===== src/rtl/alu_pkg.sv =====
// Shared opcode values, flag record and flag helper for the TinyFPGA_VGA ALU.
// The CPU decoder and the bench import this package so that the opcodes are defined once.
package alu_pkg;

  localparam int DATA_W = 16;

  // Arithmetic/logic group
  localparam logic [2:0] ADD_OP = 3'd0;
  localparam logic [2:0] ADC_OP = 3'd1;
  localparam logic [2:0] SUB_OP = 3'd2;
  localparam logic [2:0] SBC_OP = 3'd3;
  localparam logic [2:0] AND_OP = 3'd4;
  localparam logic [2:0] OR_OP  = 3'd5;
  localparam logic [2:0] XOR_OP = 3'd6;
  localparam logic [2:0] NOT_OP = 3'd7;

  // Shift/rotate group
  localparam logic [2:0] SHL_OP  = 3'd0;
  localparam logic [2:0] SHR_OP  = 3'd1;
  localparam logic [2:0] ASHR_OP = 3'd2;
  localparam logic [2:0] ROL_OP  = 3'd3;
  localparam logic [2:0] ROR_OP  = 3'd4;

  // Load/byte group
  localparam logic [2:0] COPY_OP = 3'd0;
  localparam logic [2:0] SWAP_OP = 3'd1;
  localparam logic [2:0] LDL_OP  = 3'd2;
  localparam logic [2:0] LDH_OP  = 3'd3;

  typedef struct packed {
    logic c;
    logic z;
    logic n;
  } flags_t;

  function automatic flags_t computeFlags(input logic [DATA_W-1:0] value, input logic carry);
    flags_t f;
    f.c = carry;
    f.z = (value == '0);
    f.n = value[DATA_W-1];
    return f;
  endfunction

endpackage


===== src/rtl/alu_shifter.sv =====
// Single-bit shift/rotate unit; carryIn doubles as the rotate fill bit.
module alu_shifter
  import alu_pkg::*;
(
  input  logic [DATA_W-1:0] operand1,
  input  logic              carryIn,
  input  logic [2:0]        operation,
  output logic [DATA_W-1:0] result,
  output logic              carry
);

  always_comb begin
    result = operand1;
    carry  = carryIn;
    case (operation)
      SHL_OP: begin
        result = {operand1[DATA_W-2:0], 1'b0};
        carry  = operand1[DATA_W-1];
      end
      SHR_OP: begin
        result = {1'b0, operand1[DATA_W-1:1]};
        carry  = operand1[0];
      end
      ASHR_OP: begin
        result = {operand1[DATA_W-1], operand1[DATA_W-1:1]};
        carry  = operand1[0];
      end
      ROL_OP: begin
        result = {operand1[DATA_W-2:0], carryIn};
        carry  = operand1[DATA_W-1];
      end
      ROR_OP: begin
        result = {carryIn, operand1[DATA_W-1:1]};
        carry  = operand1[0];
      end
      default: begin
        result = operand1;
        carry  = carryIn;
      end
    endcase
  end

endmodule


===== src/rtl/alu.sv =====
// 16-bit combinational ALU with a clocked C/Z/N status register.
// Group priority: enableAlu, then enableShift, then enableLoad.
module alu
  import alu_pkg::*;
(
  input  logic              clk,
  input  logic              reset_n,
  input  logic [DATA_W-1:0] operand1,
  input  logic [DATA_W-1:0] operand2,
  input  logic              carryIn,
  input  logic [2:0]        operation,
  input  logic              enableAlu,
  input  logic              enableShift,
  input  logic              enableLoad,
  output logic [DATA_W-1:0] result,
  output logic              carryOut,
  output logic              zeroOut,
  output logic              negativeOut,
  output logic              statusC,
  output logic              statusZ,
  output logic              statusN
);

  logic [DATA_W-1:0] shiftResult;
  logic              shiftCarry;
  logic [DATA_W-1:0] addend;
  logic              addCarry;
  logic [DATA_W:0]   sum;
  logic [DATA_W-1:0] aluResult;
  logic              aluCarry;
  logic [DATA_W-1:0] loadResult;
  flags_t            flags;
  flags_t            status;

  alu_shifter uShifter (
    .operand1  (operand1),
    .carryIn   (carryIn),
    .operation (operation),
    .result    (shiftResult),
    .carry     (shiftCarry)
  );

  // Subtraction is a + ~b + 1 (or + carryIn for SBC), so carry set means no borrow.
  always_comb begin
    addend   = operand2;
    addCarry = 1'b0;
    case (operation)
      ADC_OP: addCarry = carryIn;
      SUB_OP: begin
        addend   = ~operand2;
        addCarry = 1'b1;
      end
      SBC_OP: begin
        addend   = ~operand2;
        addCarry = carryIn;
      end
      default: begin
        addend   = operand2;
        addCarry = 1'b0;
      end
    endcase
    sum = {1'b0, operand1} + {1'b0, addend} + {{DATA_W{1'b0}}, addCarry};
  end

  always_comb begin
    aluResult = sum[DATA_W-1:0];
    aluCarry  = sum[DATA_W];
    case (operation)
      AND_OP: begin
        aluResult = operand1 & operand2;
        aluCarry  = carryIn;
      end
      OR_OP: begin
        aluResult = operand1 | operand2;
        aluCarry  = carryIn;
      end
      XOR_OP: begin
        aluResult = operand1 ^ operand2;
        aluCarry  = carryIn;
      end
      NOT_OP: begin
        aluResult = ~operand1;
        aluCarry  = carryIn;
      end
      default: begin
        aluResult = sum[DATA_W-1:0];
        aluCarry  = sum[DATA_W];
      end
    endcase
  end

  always_comb begin
    case (operation)
      SWAP_OP: loadResult = {operand1[7:0], operand1[15:8]};
      LDL_OP:  loadResult = {8'h00, operand1[7:0]};
      LDH_OP:  loadResult = {8'h00, operand1[15:8]};
      default: loadResult = operand1;
    endcase
  end

  always_comb begin
    result   = '0;
    carryOut = carryIn;
    if (enableAlu) begin
      result   = aluResult;
      carryOut = aluCarry;
    end else if (enableShift) begin
      result   = shiftResult;
      carryOut = shiftCarry;
    end else if (enableLoad) begin
      result   = loadResult;
      carryOut = carryIn;
    end
    flags       = computeFlags(result, carryOut);
    zeroOut     = flags.z;
    negativeOut = flags.n;
  end

  always_ff @(posedge clk or negedge reset_n) begin
    if (!reset_n) begin
      status <= '0;
    end else if (enableAlu || enableShift || enableLoad) begin
      status <= flags;
    end
  end

  assign statusC = status.c;
  assign statusZ = status.z;
  assign statusN = status.n;

endmodule


===== config.mk =====
export PLATFORM = sky130hd
export DESIGN_NAME = alu
export DESIGN_NICKNAME = d
export VERILOG_FILES = /design/src/rtl/alu_pkg.sv /design/src/rtl/alu_shifter.sv /design/src/rtl/alu.sv
export SDC_FILE = /design/constraint.sdc
export NUM_CORES = 1
export LEC_CHECK = 0
export CAP_MARGIN = 20
export CORE_MARGIN = 2
export CORE_UTILIZATION = 55
export DETAILED_ROUTE_END_ITERATION = 7
export HOLD_SLACK_MARGIN = 0.02
export PLACE_DENSITY = 0.84
export SLEW_MARGIN = 20
export SYNTH_ARGS = -nofsm -noshare
export SYNTH_HDL_FRONTEND = slang
export SYNTH_SLANG_ARGS = --single-unit

===== constraint.sdc =====
create_clock -name clk -period 9.9 [get_ports clk]
set_input_delay 1.98 -clock clk [delete_from_list [all_inputs] [get_ports clk]]
set_output_delay 1.98 -clock clk [all_outputs]
set_load 0.02 [all_outputs]

Yosys cells after proc, flatten, opt, wreduce, memory -nomap -nowiden

Index checks and enable logic that the tools add are counted.

Word-level logic and storage cells: 38
Register bits after elaboration: 3

Reductions and logical operators: 9
Bitwise gates (word level): 5
Multiplexer cells: 12
Eq/ne operators: 7
Add/sub/neg operators: 2

Operators with widths:

| kind               | number |
|---|---|
| $pmux 16 s5        | 1 |
| $mux 16            | 4 |
| $pmux 16 s4        | 1 |
| $pmux 16 s3        | 1 |
| $not 16->16        | 2 |
| $add 16x16->17     | 1 |
| $add 17x1->17      | 1 |
| $and 16x16->16     | 1 |
| $logic_not 16->1   | 1 |
| $or 16x16->16      | 1 |
| $xor 16x16->16     | 1 |
| $eq 3x3->1 const B | 4 |
| $eq 3x2->1 const B | 2 |
| $reduce_or 2->1    | 3 |
| $pmux 1 s2         | 2 |
| $reduce_or 4->1    | 1 |
| $eq 3x1->1 const B | 1 |
| $logic_not 3->1    | 1 |
| $mux 1             | 3 |
| $reduce_or 3->1    | 1 |
| $logic_or 1x1->1   | 2 |

Logic depth before layout (Yosys ltp)

Depth in word-level cells: 8
Mapped depth: 16

Hierarchy

A second synthesis with hierarchy kept.

Cell total of the unflattened synthesis: 485
Area total of the unflattened synthesis: 3527.1 um^2

By module, submodules not included:

| module      | cells an instance | area an instance (um^2) | instances |
|---|---|---|---|
| alu         | 403               | 2920.3                  | 1 |
| alu_shifter | 82                | 606.8                   | 1 |

Worst setup path before layout

Ideal clock, no wire load.

Kind: input to output
From: input port operation[1]
To: output port zeroOut
Cell stages on the path: 15
Arrival: 5.486 ns
Slack: 2.434 ns
Required time: 7.920 ns
Cells stage by stage: buf_4 > nor2b_1 > clkbuf_1 > clkbuf_1 > xnor2_1 > ha_1 > clkbuf_1 > nand3_1 > or3_1 > o22a_1 > mux2i_1 > o21bai_1 > a21oi_1 > or3_1 > nor2_1

Word-level cells in the longest chain between the ends: 8
Elaborated cells between the ends (all ways): 21

Ends and longest elaborated chain:

| what                             | RTL line                                | text |
|---|---|---|
| start: declaration               | alu.sv:11                               | `input logic [2:0] operation,` |
| $eq 3x2->1                       | alu_shifter.sv:15, alu.sv:47, alu.sv:93 |  |
| $reduce_or 2->1 (no source line) | --                                      |  |
| $mux 16                          | --                                      |  |
| $add 16x16->17                   | alu.sv:62                               | `sum = {1'b0, operand1} + {1'b0, addend} + {{DATA_W{1'b0}}, addCarry};` |
| $add 17x1->17                    | alu.sv:62                               |  |
| $pmux 16 s4                      | alu.sv:68                               | `case (operation)` |
| $mux 16 (*)                      | alu.sv:104                              | `if (enableAlu) begin` |
| via result[12]                   | alu.sv:15                               | `output logic [DATA_W-1:0] result,` |
| $logic_not 16->1 (*)             | alu_pkg.sv:39                           | `f.z = (value == '0);` |
| end: declaration                 | alu.sv:17                               | `output logic zeroOut,` |

Mark *: on every way through the listed nets, which the timed path passes. The rest lies on a longest branch.

Worst setup path after layout

From: input port operation[1]
To: output port zeroOut

Word-level cells in the longest chain between the ends: 8
Elaborated cells between the ends (all ways): 21

Ends and longest elaborated chain:

| what                             | RTL line |
|---|---|
| $eq 3x2->1                       | alu_shifter.sv:15, alu.sv:47, alu.sv:93 |
| $reduce_or 2->1 (no source line) | -- |
| $mux 16                          | -- |
| $add 16x16->17                   | alu.sv:62 |
| $add 17x1->17                    | alu.sv:62 |
| $pmux 16 s4                      | alu.sv:68 |
| $mux 16 (*)                      | alu.sv:104 |
| $logic_not 16->1 (*)             | alu_pkg.sv:39 |

Mark *: on every way between the ends. The rest lies on a longest branch, timed or not.

==> out/results.ini <==
[clock_network]
cts-root-buf=clkbuf_8
cts_tree=built
holdBufCountCts=0
cts.sinks=3
clkTransAtPathRegs_ps=30
ctsResizeCount=0
cts_buffer_depth=2
htreeDepth=1
clkLatencyLatePin_ps=230
cts_buffers=3
post-cts-setup-buffers=0

[sta]
rsz0062_at_grt=no
slew_viol_final=0
fin_crit_sh=0.905
max_freq_mhz=112
worst_pin_slew_ps=1020
finalSetupViolCount=0
fin_crit_ps=8960
hold_violations=0
slew-limit-headroom=0.321
setup-tns-final_ps=0
finalClockSkew_ps=0
worst_slack_ps=944

[synth]
synth_top_family_by_area=compound AO/OA/AOI/OAI gates
synth_warnings=0
synth-simple-area-share=0.182
synthArstFlopShare=1.00
synth_area_per_cell_um2=6.81
ys_seq_area_frac=0.0220
syn_area_um2=3410
synth_xor_area_frac=0.0642
synth_seq_cells=3
synth_adder_area_share=0.184
synth_nets=591
muxShareOfSynthArea=0.122
ys_top_cells_by_area=ha_1, mux2i_1, nand2_1
synth_compound_area_frac=0.324
yosysTopAreaCell=ha_1
synth_cell_types=56
synthCells=501
synth_top_area_frac=0.172
synth_ff_type=dfrtp_1
synth-edff-count=0

[floorplanning]
rows=28
floorplan.initialDensity=0.572
die_w_um=82.7
io_pins=63
die-area_um2=6850
core_area_um2=5960
die_y_um=82.7

[layout]
fin_nets=626
drive_gt1_frac=0.0430
n_antenna_cell=0
multiInputGateArea_um2=2990
post-route-util=0.680
area_delta_synth_final_pct=18.8
final_area_um2=4050
stdcell_count=610
regArea_um2=75.1
n_fill_cell=526

[power]
leakage_nw=1.75
powerDensity_nw_per_um2=80.2
peakVddDrop_uv=85.0

[detailed_routing]
wl_um=12600
drcViolationCount=0
vias=4122
wire_per_inst_um=20.7
avgViaCountPerCell=6.76
first_iter_violations=480
drt-pass1-iter-count=8
ant_nets=0

[critical_path]
start_kind=input port
critPathSlowestCell=clkdlybuf4s50_1
crit_chain=clkdlybuf4s50_1 -> buf_4 -> nor2b_2 -> buf_4 -> xnor2_1 -> fa_1 -> inv_1 -> fa_1 -> a21o_1 -> a221oi_4 -> a21oi_1 -> o311ai_1 -> nand4_1 -> nor4_1 -> nand4_1 -> nor2_1 -> clkdlybuf4s50_1
worstSetupPathType=input port to output pin
crit_buf_inv=5
arrival_ps=6980
crit_path_max_fanout=18
cp_slowest_stage_delay_ps=710
crit_family=buffers and inverters
endpoint_kind=output pin
cp.required_ps=7920

[placed_design]
dp_cells=606
gp_congestion=1.01
dp_hpwl_um=9420
dp_slack_ps=1060
dpl_cell_area_um2=4010
io_buffers=62

[global_route]
grt_max_degree=67
grt_usage=0.381
grt_pass1_vias=3797
overflow=0
grt_pass1_wl_um=19600
antenna_found_initial=0

[run_status]
status=finished clean

[worst_hold_path]
hold_class=flip-flop to flip-flop

[run]
drv_cap=0

## logic make-up (layout without fill, tap and decap cells)
kind of cell               count (synthesis)  count (layout)
muxes                                     35              35
AOI/OAI and AO/OA                        168             168
and+or+nand+nor                          135             135
buffers and inverters                     86             120
DFF                                        3               3
xor gates and xnor gates                  25              25
adders and majority gates                 49              49
## layer usage
metal / GRT usage / vias up / share of wire
li1: - / 1896 / -
met1: 0.489 / 1869 / 0.40
met2: 0.625 / 300 / 0.46
met3: 0.0707 / 57 / 0.11
met4: 0.154 / 0 / 0.039
met5: 0 / - / 0
## Yosys cell counts (all sizes together) (4+ instances only)
| master | count |
|---|---|
| nand2 | 62 |
| ha | 47 |
| inv | 45 |
| o21ai | 41 |
| a21oi | 38 |
| mux2i | 28 |
| nor2 | 24 |
| clkbuf | 22 |
| xnor2 | 22 |
| buf | 18 |
| o211ai | 17 |
| a31oi | 13 |
| a21o | 11 |
| nor3 | 10 |
| nand3 | 7 |
| nor2b | 7 |
| a211oi | 6 |
| o21a | 6 |
| mux4 | 5 |
| nand2b | 5 |
| nand4 | 5 |
| o22ai | 5 |
| a2111oi | 4 |
| o2111ai | 4 |
| o221ai | 4 |
| or3 | 4 |
## worst paths after layout
kind	slack (ps)	start	to	cells after the start
setup / recovery	940	operation[1]	zeroOut	17
hold / removal	480	statusN	statusN	1
setup reg to reg	9040	statusZ	statusZ	2
hold reg to reg	480	statusN	statusN	1
max in group asynchronous	7810	reset_n	statusZ	1
min in group asynchronous	1940	reset_n	statusN	1
## where the power goes
group	internal (mW)	switching, mW
Sequential	0.0136	0.000595
Clock	0.0276	0.0103
Combinational	0.113	0.159
Total	0.155	0.170
## registers in the layout, summed over array words and instances, names as in the netlist
register	count
statusC	1
statusN	1
statusZ	1
## through the flow
step	power, mW	hold slack [ps]
floorplan	0.187	595
global placement	0.277	464
detailed placement	0.279	468
CTS	0.320	481
global route	0.348	491
finish	0.325	484
## area by class of cell
| cell class | count | share of cell area |
|---|---|---|
| flip-flops and latches | 3 | 0.0185 |
| inverters | 46 | 0.0426 |
| multi-input cells | 412 | 0.738 |
| well taps | 75 | 0.0232 |
| clock buffers | 4 | 0.0111 |
| repair buffers | 70 | 0.167 |
## cells in the final DEF, fill, tap and decap left out, drive strengths merged, types with 3 or more instances in the layout
cell and count:
and3 3, nor3 10, a221oi 3, a21o 11, nand2b 5, a21oi 38
dfrtp 3, ha 47, inv 45, xnor2 22, clkbuf 4, nand3 7
o211ai 17, nand2 62, buf 9, nor2 24, o2111ai 4, mux2i 28
o221ai 4, or3 4, a2111oi 4, nor2b 7, o21a 6, clkdlybuf4s50 61
xor2 3, a211oi 6, nand4 5, o21ai 41, o22ai 5, a31oi 13
nor4 3, mux4 5
(Power assumes the default switching activity.)
